**src/rtl/cfb_stream_engine.sv**
```systemverilog
// -----------------------------------------------------------------------------
// cfb_stream_engine
//
// AES-128 cipher-feedback (CFB-s) stream engine. Holds the 128-bit feedback
// shift register, asks an external AES block-encrypt core for the keystream of
// the next segment ahead of time, and then combines each input segment with
// that keystream in a single cycle. Encrypt and decrypt are both supported;
// the feedback is always the ciphertext segment.
//
// Parameters
//   SEG_W      segment width in bits (8, 16, 32, 64 or 128)
//   CNT_W      width of the delivered-segment counter
//
// Ports
//   clk, rst_n               clock, asynchronous active-low reset
//   key                      cipher key, passed straight through to aes_key
//   iv, decrypt, iv_load     IV / mode load pulse; restarts the stream
//   in_valid, in_ready, din  input segment handshake
//   out_valid, out_ready,
//   dout                     registered output segment handshake
//   aes_req, aes_key,
//   aes_in, aes_ack, aes_out request/acknowledge port to the AES core
//   seg_count                segments delivered since the last reload
//   busy                     high whenever an IV has been loaded
// -----------------------------------------------------------------------------
module cfb_stream_engine #(
  parameter int unsigned SEG_W = 64,
  parameter int unsigned CNT_W = 32
) (
  input  logic             clk,
  input  logic             rst_n,
  input  logic [127:0]     key,
  input  logic [127:0]     iv,
  input  logic             decrypt,
  input  logic             iv_load,
  input  logic             in_valid,
  output logic             in_ready,
  input  logic [SEG_W-1:0] din,
  output logic             out_valid,
  input  logic             out_ready,
  output logic [SEG_W-1:0] dout,
  output logic             aes_req,
  output logic [127:0]     aes_key,
  output logic [127:0]     aes_in,
  input  logic             aes_ack,
  input  logic [127:0]     aes_out,
  output logic [CNT_W-1:0] seg_count,
  output logic             busy
);

  typedef enum logic [1:0] {
    StNoIv   = 2'd0,
    StGen    = 2'd1,
    StWaitIn = 2'd2,
    StOut    = 2'd3
  } state_e;

  state_e             state_q;
  logic [127:0]       shift_q;
  logic [SEG_W-1:0]   ks_q;         // only the keystream bits a segment consumes
  logic               mode_q;       // 1 = decrypt
  logic [SEG_W-1:0]   dout_q;
  logic [CNT_W-1:0]   seg_count_q;

  // An iv_load that cannot be applied at once (GEN keeps aes_in frozen, OUT
  // must finish delivering) is parked here, together with its IV and mode,
  // because iv/decrypt are only guaranteed valid during the pulse.
  logic               pending_iv_q;
  logic [127:0]       pend_iv_q;
  logic               pend_dec_q;

  logic [SEG_W-1:0]   enc_seg;
  logic [SEG_W-1:0]   ct_seg;
  logic [127:0]       shift_fb;
  logic [127:0]       rl_iv;
  logic               rl_dec;

  assign enc_seg = ks_q ^ din;
  // Feedback is always ciphertext: the result when encrypting, the input when
  // decrypting.
  assign ct_seg  = mode_q ? din : enc_seg;

  // A fresh iv_load pulse wins over a parked one.
  assign rl_iv  = iv_load ? iv : pend_iv_q;
  assign rl_dec = iv_load ? decrypt : pend_dec_q;

  if (SEG_W == 128) begin : g_full_seg
    assign shift_fb = ct_seg;
  end else begin : g_part_seg
    assign shift_fb = {shift_q[127-SEG_W:0], ct_seg};

    // Low keystream bits are never combined with data.
    logic unused_ks_bits;
    assign unused_ks_bits = ^aes_out[127-SEG_W:0];
  end

  always_ff @(posedge clk or negedge rst_n) begin
    if (!rst_n) begin
      state_q      <= StNoIv;
      shift_q      <= '0;
      ks_q         <= '0;
      mode_q       <= 1'b0;
      dout_q       <= '0;
      seg_count_q  <= '0;
      pending_iv_q <= 1'b0;
      pend_iv_q    <= '0;
      pend_dec_q   <= 1'b0;
    end else begin
      unique case (state_q)
        StNoIv: begin
          if (iv_load) begin
            shift_q     <= iv;
            mode_q      <= decrypt;
            seg_count_q <= '0;
            state_q     <= StGen;
          end
        end

        StGen: begin
          if (aes_ack) begin
            if (iv_load || pending_iv_q) begin
              // Result belongs to the old IV: drop it and request again.
              shift_q      <= rl_iv;
              mode_q       <= rl_dec;
              seg_count_q  <= '0;
              pending_iv_q <= 1'b0;
            end else begin
              ks_q    <= aes_out[127 -: SEG_W];
              state_q <= StWaitIn;
            end
          end else if (iv_load) begin
            pending_iv_q <= 1'b1;
            pend_iv_q    <= iv;
            pend_dec_q   <= decrypt;
          end
        end

        StWaitIn: begin
          if (iv_load) begin
            shift_q     <= iv;
            mode_q      <= decrypt;
            seg_count_q <= '0;
            state_q     <= StGen;
          end else if (in_valid) begin
            dout_q  <= enc_seg;
            shift_q <= shift_fb;
            state_q <= StOut;
          end
        end

        StOut: begin
          if (out_ready) begin
            state_q <= StGen;
            if (iv_load || pending_iv_q) begin
              // Held segment still goes out, but the feedback is replaced.
              shift_q      <= rl_iv;
              mode_q       <= rl_dec;
              seg_count_q  <= '0;
              pending_iv_q <= 1'b0;
            end else begin
              seg_count_q <= seg_count_q + CNT_W'(1);
            end
          end else if (iv_load) begin
            pending_iv_q <= 1'b1;
            pend_iv_q    <= iv;
            pend_dec_q   <= decrypt;
          end
        end

        default: state_q <= StNoIv;
      endcase
    end
  end

  assign in_ready  = (state_q == StWaitIn);
  assign out_valid = (state_q == StOut);
  assign aes_req   = (state_q == StGen);
  assign busy      = (state_q != StNoIv);
  assign dout      = dout_q;
  assign aes_in    = shift_q;
  assign aes_key   = key;
  assign seg_count = seg_count_q;

endmodule

```
**config.mk**
```make
export PLATFORM = sky130hd
export DESIGN_NAME = cfb_stream_engine
export DESIGN_NICKNAME = d
export VERILOG_FILES = /design/src/rtl/cfb_stream_engine.sv
export SDC_FILE = /design/constraint.sdc
export NUM_CORES = 1
export LEC_CHECK = 0
export ABC_CLOCK_PERIOD_IN_PS = 2600
export CORE_AREA = 2 2 315 317
export CTS_BUF_LIST = sky130_fd_sc_hd__clkbuf_2 sky130_fd_sc_hd__clkbuf_4 sky130_fd_sc_hd__clkbuf_8
export CTS_CLUSTER_SIZE = 16
export DETAILED_ROUTE_END_ITERATION = 12
export DIE_AREA = 0 0 317 319
export PLACE_DENSITY = 0.57
export SETUP_SLACK_MARGIN = 0.02
export SLEW_MARGIN = 40
export SYNTH_ARGS = -nofsm -noshare
export SYNTH_HDL_FRONTEND = slang
export SYNTH_SLANG_ARGS = --single-unit
```
**constraint.sdc**
```tcl
create_clock -name clk -period 2.6 [get_ports clk]
set_input_delay 0.52 -clock clk [delete_from_list [all_inputs] [get_ports clk]]
set_output_delay 0.52 -clock clk [all_outputs]
set_load 0.02 [all_outputs]
```
==> Word-level counts from Yosys, hierarchy flattened <==
Cells that the tools add are included.
{ "totals": {"inputBits": 455, "ff_bits": 421} }
{ "op_classes": {"n_addsub": 1, "reduce_logical": 12, "n_eq_ne": 12, "bitwise": 3, "mux": 39} }
{ "ops": {"columns": ["operator", "count"], "rows": [
  ["2-to-1 mux 128 bit", 9],
  ["one-hot mux 128 bit (4 select lines)", 1],
  ["one-hot mux 128 bit (2 select lines)", 1],
  ["2-to-1 mux 32 bit", 5],
  ["one-hot mux 32 bit (3 select lines)", 1],
  ["2-to-1 mux 64 bit", 1],
  ["bitwise XOR 64 bit", 1],
  ["adder 32 x 1 -> 32 bit (second input constant)", 1],
  ["2-to-1 mux 2 bit", 6],
  ["AND reduction 3 bit", 4],
  ["2-to-1 mux 1 bit", 11],
  ["!= test 2 x 1 -> 1 bit (second input constant)", 4],
  ["!= test 2 bit (second input constant)", 4],
  ["one-hot mux 2 bit (4 select lines)", 1],
  ["AND reduction 4 bit", 2],
  ["AND reduction 5 bit", 1],
  ["== test 2 bit (second input constant)", 2],
  ["one-hot mux 1 bit (2 select lines)", 2],
  ["nonzero test 2 bit", 2],
  ["!= test 3 bit (second input constant)", 1],
  ["one-hot mux 1 bit (3 select lines)", 1],
  ["== test 2 x 1 -> 1 bit (second input constant)", 1],
  ["zero test 2 bit", 1],
  ["NOT 1 bit", 2],
  ["2 further kinds", 2]
]} }

==> Depth between registers and ports, before layout <==
{ "depth": {"ltp_word": 5, "ltp_mapped": 10} }

==> Least setup slack after synthesis <==
OpenSTA, ideal clock, no wires.
{ "synth_timing": {"path_kind": "register to register", "from": "reg state_q[1]", "to": "reg ks_q[14]", "arrival_ns": 2.281, "slack_ns": 0.192, "period_less_slack_ns": 2.408, "stages_incl_launch_ff": 9, "path_buffers": 3, "path_cell_list": "dfrtp_1 > inv_1 > ha_1 > clkbuf_1 > nand2_1 > nor3_1 > clkbuf_1 > buf_2 > mux2_1"} }
{ "synth_between": {"elab_chain_cells": 2} }
{ "synth_lines": {"columns": ["item", "line", "text"], "rows": [
  ["start, declared", "58", "state_e state_q;"],
  ["start signal, assigned", "99", "state_q <= StNoIv;"],
  ["start signal, assigned", "115", "state_q <= StGen;"],
  ["start signal, assigned", "129", "state_q <= StWaitIn;"],
  ["== test 2 x 1 -> 1 bit", null, null],
  ["via aes_req", "42", "output logic aes_req,"],
  ["AND reduction 3 bit (no source line)", null, null],
  ["end signal, assigned", "128", "ks_q <= aes_out[127 -: SEG_W];"],
  ["end, declared", "60", "logic [SEG_W-1:0] ks_q;"]
]} }
The timed path passes the listed nets, and every way through them passes these cells.
A chain may end at the register's enable or synchronous reset.

==> Worst setup path in the final report <==
{ "layout_timing": {"from": "reg state_q[1]", "to": "out aes_req"} }
{ "layout_between": {"elab_chain_cells": 1} }
{ "layout_lines": {"columns": ["item", "line", "text"], "rows": [
  ["== test 2 x 1 -> 1 bit", "177", "assign aes_req = (state_q == StGen);"],
  ["end, declared", "42", null]
]} }
No other way between the ends.

==> run_results.csv <==
group,metric,value,unit
yosys,ys_types,51,
global_route,grt_first_pass_wirelength,113,mm
global_route,grt_max_degree,66,
final_layout,syn_to_final_growth,39.3,%
sta,drv_slew,0,
final_layout,seq_area,10500,µm²
global_route,grt_util_met3,5.01,%
yosys,synth_edf_count,0,
yosys,ys_top_cells_by_count,"421 x dfrtp_1, 161 x mux2_1, 149 x a21oi_1, 149 x nand2_1, 149 x nor2_1",
global_route,gr-total-overflow,0,
floorplanning,fp.dieH,319,µm
yosys,synth_area,20800,µm²
global_route,grt_pass1_vias,17000,
place,place_hpwl,57.4,mm
detailed_routing,ant_nets,0,
floorplanning,num_rows,115,
global_route,antenna_found_initial,15,
sta,finalCritPeriodShare,95.8,%
yosys,postSynthCellCount,1966,
detailed_routing,initialDrtViolationCount,856,
yosys,synth-seq-cells,421,
sta,max_freq,0.401,GHz
final_layout,n_fill_cell,10100,
global_route,grtUsageMet1,18.0,%
clocking,cts_inserted_buffers,80,
power_and_ir_drop,ir_drop,0.505,mV
clocking,cts.clk_slew.worst_paths,0.06,ns
place,numPortBuffers,490,
detailed_routing,dr_total_vias,16500,
yosys,synth_top_area_share,50.8,%
yosys,synth_nets,2427,
setup_path,startpoint_type,"flip-flop",
detailed_routing,drc,0,
clocking,clk_path_buf_depth,3,
run_status,outcome,"complete, no violations",
detailed_routing,viasPerCell,4.41,
run,max-cap-violations,0,
clocking,cts.sinks,421,
sta,rsz0062_at_grt,"yes",
floorplanning,ios,811,
yosys,synth-async-reset-ratio,100,%
hold_path,hold_class,"in2async",
sta,tightest_slew,0.607,ns
global_route,top_usage_layer,"met2",
detailed_routing,firstDrtPassIters,5,
global_route,grtUsageTotal,15.0,%
setup_path,worst_setup_path_end_kind,"output pin",
sta,finalHoldViolCount,0,
yosys,postSynthAreaPerCell,10.6,µm²
floorplanning,dieArea,101000,µm²
yosys,synth_area_leader_cell,"dfrtp_1",
power_and_ir_drop,p_per_area,1360,nW/µm²
yosys,yosys_warnings,0,
floorplanning,start_util,21.2,%
yosys,synthFlopType,"dfrtp_1",
place,dp_slack,-0.00163,ns
sta,hold_ws,0.396,ns
power_and_ir_drop,leakage,11.4,nW
detailed_routing,drt_wl_total,77.6,mm
clocking,htreeDepth,3,
sta,clock_skew,0.0336,ns
clocking,cts_tree,"yes",
sta,min_period,2.49,ns
sta,setup_viol,0,
yosys,synth_area_leaders,"dfrtp_1 51%, mux2_1 8.7%, xnor2_1 5.6%",
floorplanning,dieWidth,317,µm
global_route,met2_usage,23.7,%
clocking,root_buffer,"clkbuf_8",
sta,setup_ws,0.108,ns
place,place_congestion,0.795,
detailed_routing,wl_per_cell,20.7,µm
floorplanning,core,97700,µm²
final_layout,multiInputGateArea,8790,µm²
yosys,yosysMostFrequentCell,"dfrtp_1",
final_layout,drive_above_1_share,13.0,%
setup_path,arrival,1.97,ns
final_layout,nets,2861,
yosys,yosysSeqAreaShare,50.8,%
setup_path,path_class,"reg2out",
setup_path,worst-path-max-fanout,9,
sta,slew_headroom,59.5,%
clocking,worst_skew_pair.late_latency,0.70,ns
setup_path,worst_ep_required_time,2.08,ns
## path summary, 6_finish.rpt
kind,startpoint,endpoint,slack [ns],cells after the start
max in group asynchronous,rst_n,seg_count[28],1.31,3
min in group clk,aes_out[127],ks_q[63],0.41,2
setup / recovery,state_q[1],aes_req,0.11,4
hold reg to reg,dout[41],dout[41],0.48,2
setup reg to reg,state_q[1],aes_in[68],0.29,8
hold / removal,rst_n,ks_q[63],0.40,2
## cells by family (layout without fill, tap and decap cells)
kind of cell               count (synthesis)  after routing  synth area share (%)
AOI/OAI and AO/OA                        504            504                  15.5
and+or+nand+nor                          425            425                  9.38
DFF                                      421            421                  50.8
buffers and inverters                    273            759                  7.37
muxes                                    196            196                  10.6
xor gates and xnor gates                 141            141                  5.95
adders and majority gates                  6              6                 0.362
other                                      0             11                     0
## repair_timing
action	in CTS	in global routing
cloned	0	0
endpoints found under the hold margin	39	0
setup buffers	0	0
hold buffers	1	0
resized for setup	11	2
setup endpoints to repair	4	3
## power by group
part           internal, mW  switching (mW)  total (mW)
logic                  9.66            10.9        20.5
clock network          3.65            3.03        6.69
registers              9.82            2.21        12.0
total                  23.1            16.1        39.2
## layer usage
| metal | part of all wire (%) | up-vias |
|---|---|---|
| met5 | 0.11 | - |
| met3 | 8.5 | 211 |
| met4 | 4.6 | 12 |
| li1 | - | 7636 |
| met2 | 46 | 561 |
| met1 | 41 | 8113 |
## state kept, by name (all words and copies together), names as in the netlist
register	cells
aes_in	128
pend_iv_q	128
dout	64
ks_q	64
seg_count	32
state_q	2
mode_q	1
pend_dec_q	1
pending_iv_q	1
## worst max-delay path: stages, from the launching register on
cell             delay (ns)
dfrtp_1                0.43
inv_1                  0.18
ha_4                   0.22
buf_4                  0.16
clkdlybuf4s15_2        0.27
## layout make-up
cell class                 count  share of cell area, %
sequential                   421                   36.5
multi-input combinational   1272                   30.4
timing repair buffer         613                   21.8
tap                         1287                   5.57
clock buffer                 119                   5.15
clock inverter                15                  0.351
inverter                      12                  0.156
antenna                       11                 0.0952
## per-stage QoR
step,total power [mW],utilization (%),TNS [ns],cell area (µm²),cells
6_report,39.2,29.6,0,28900,3750
5_1_grt,42.0,29.6,0,28900,3747
4_1_cts,39.8,29.6,0,28900,3739
3_5_place_dp,32.8,27.9,-0.00163,27300,3604
3_3_place_gp,32.6,27.9,0,27300,3604
2_1_floorplan,23.2,-,0,20800,1966
## layout by cell type (no fill, tap or decap), drive strengths merged, types with 5 or more instances in the layout
cell type      synthesis  routed
or4                    5       5
clkdlybuf4s50          0     485
o211ai                64      64
xnor2                132     132
ha                     6       6
o31ai                  9       9
nor2                 149     149
clkbuf               106     119
clkinv                 1       9
diode                  0      11
buf                  155     123
dfrtp                421     421
nand2b                65      65
nand4                 11      11
xor2                   9       9
o21ai                 81      81
or3                    8       8
nand3                 18      18
o21a                  64      64
mux2                 194     194
a22oi                127     127
a21oi                149     149
inv                   11      16
nand2                149     149
Power figures use the tool's default switching activity.
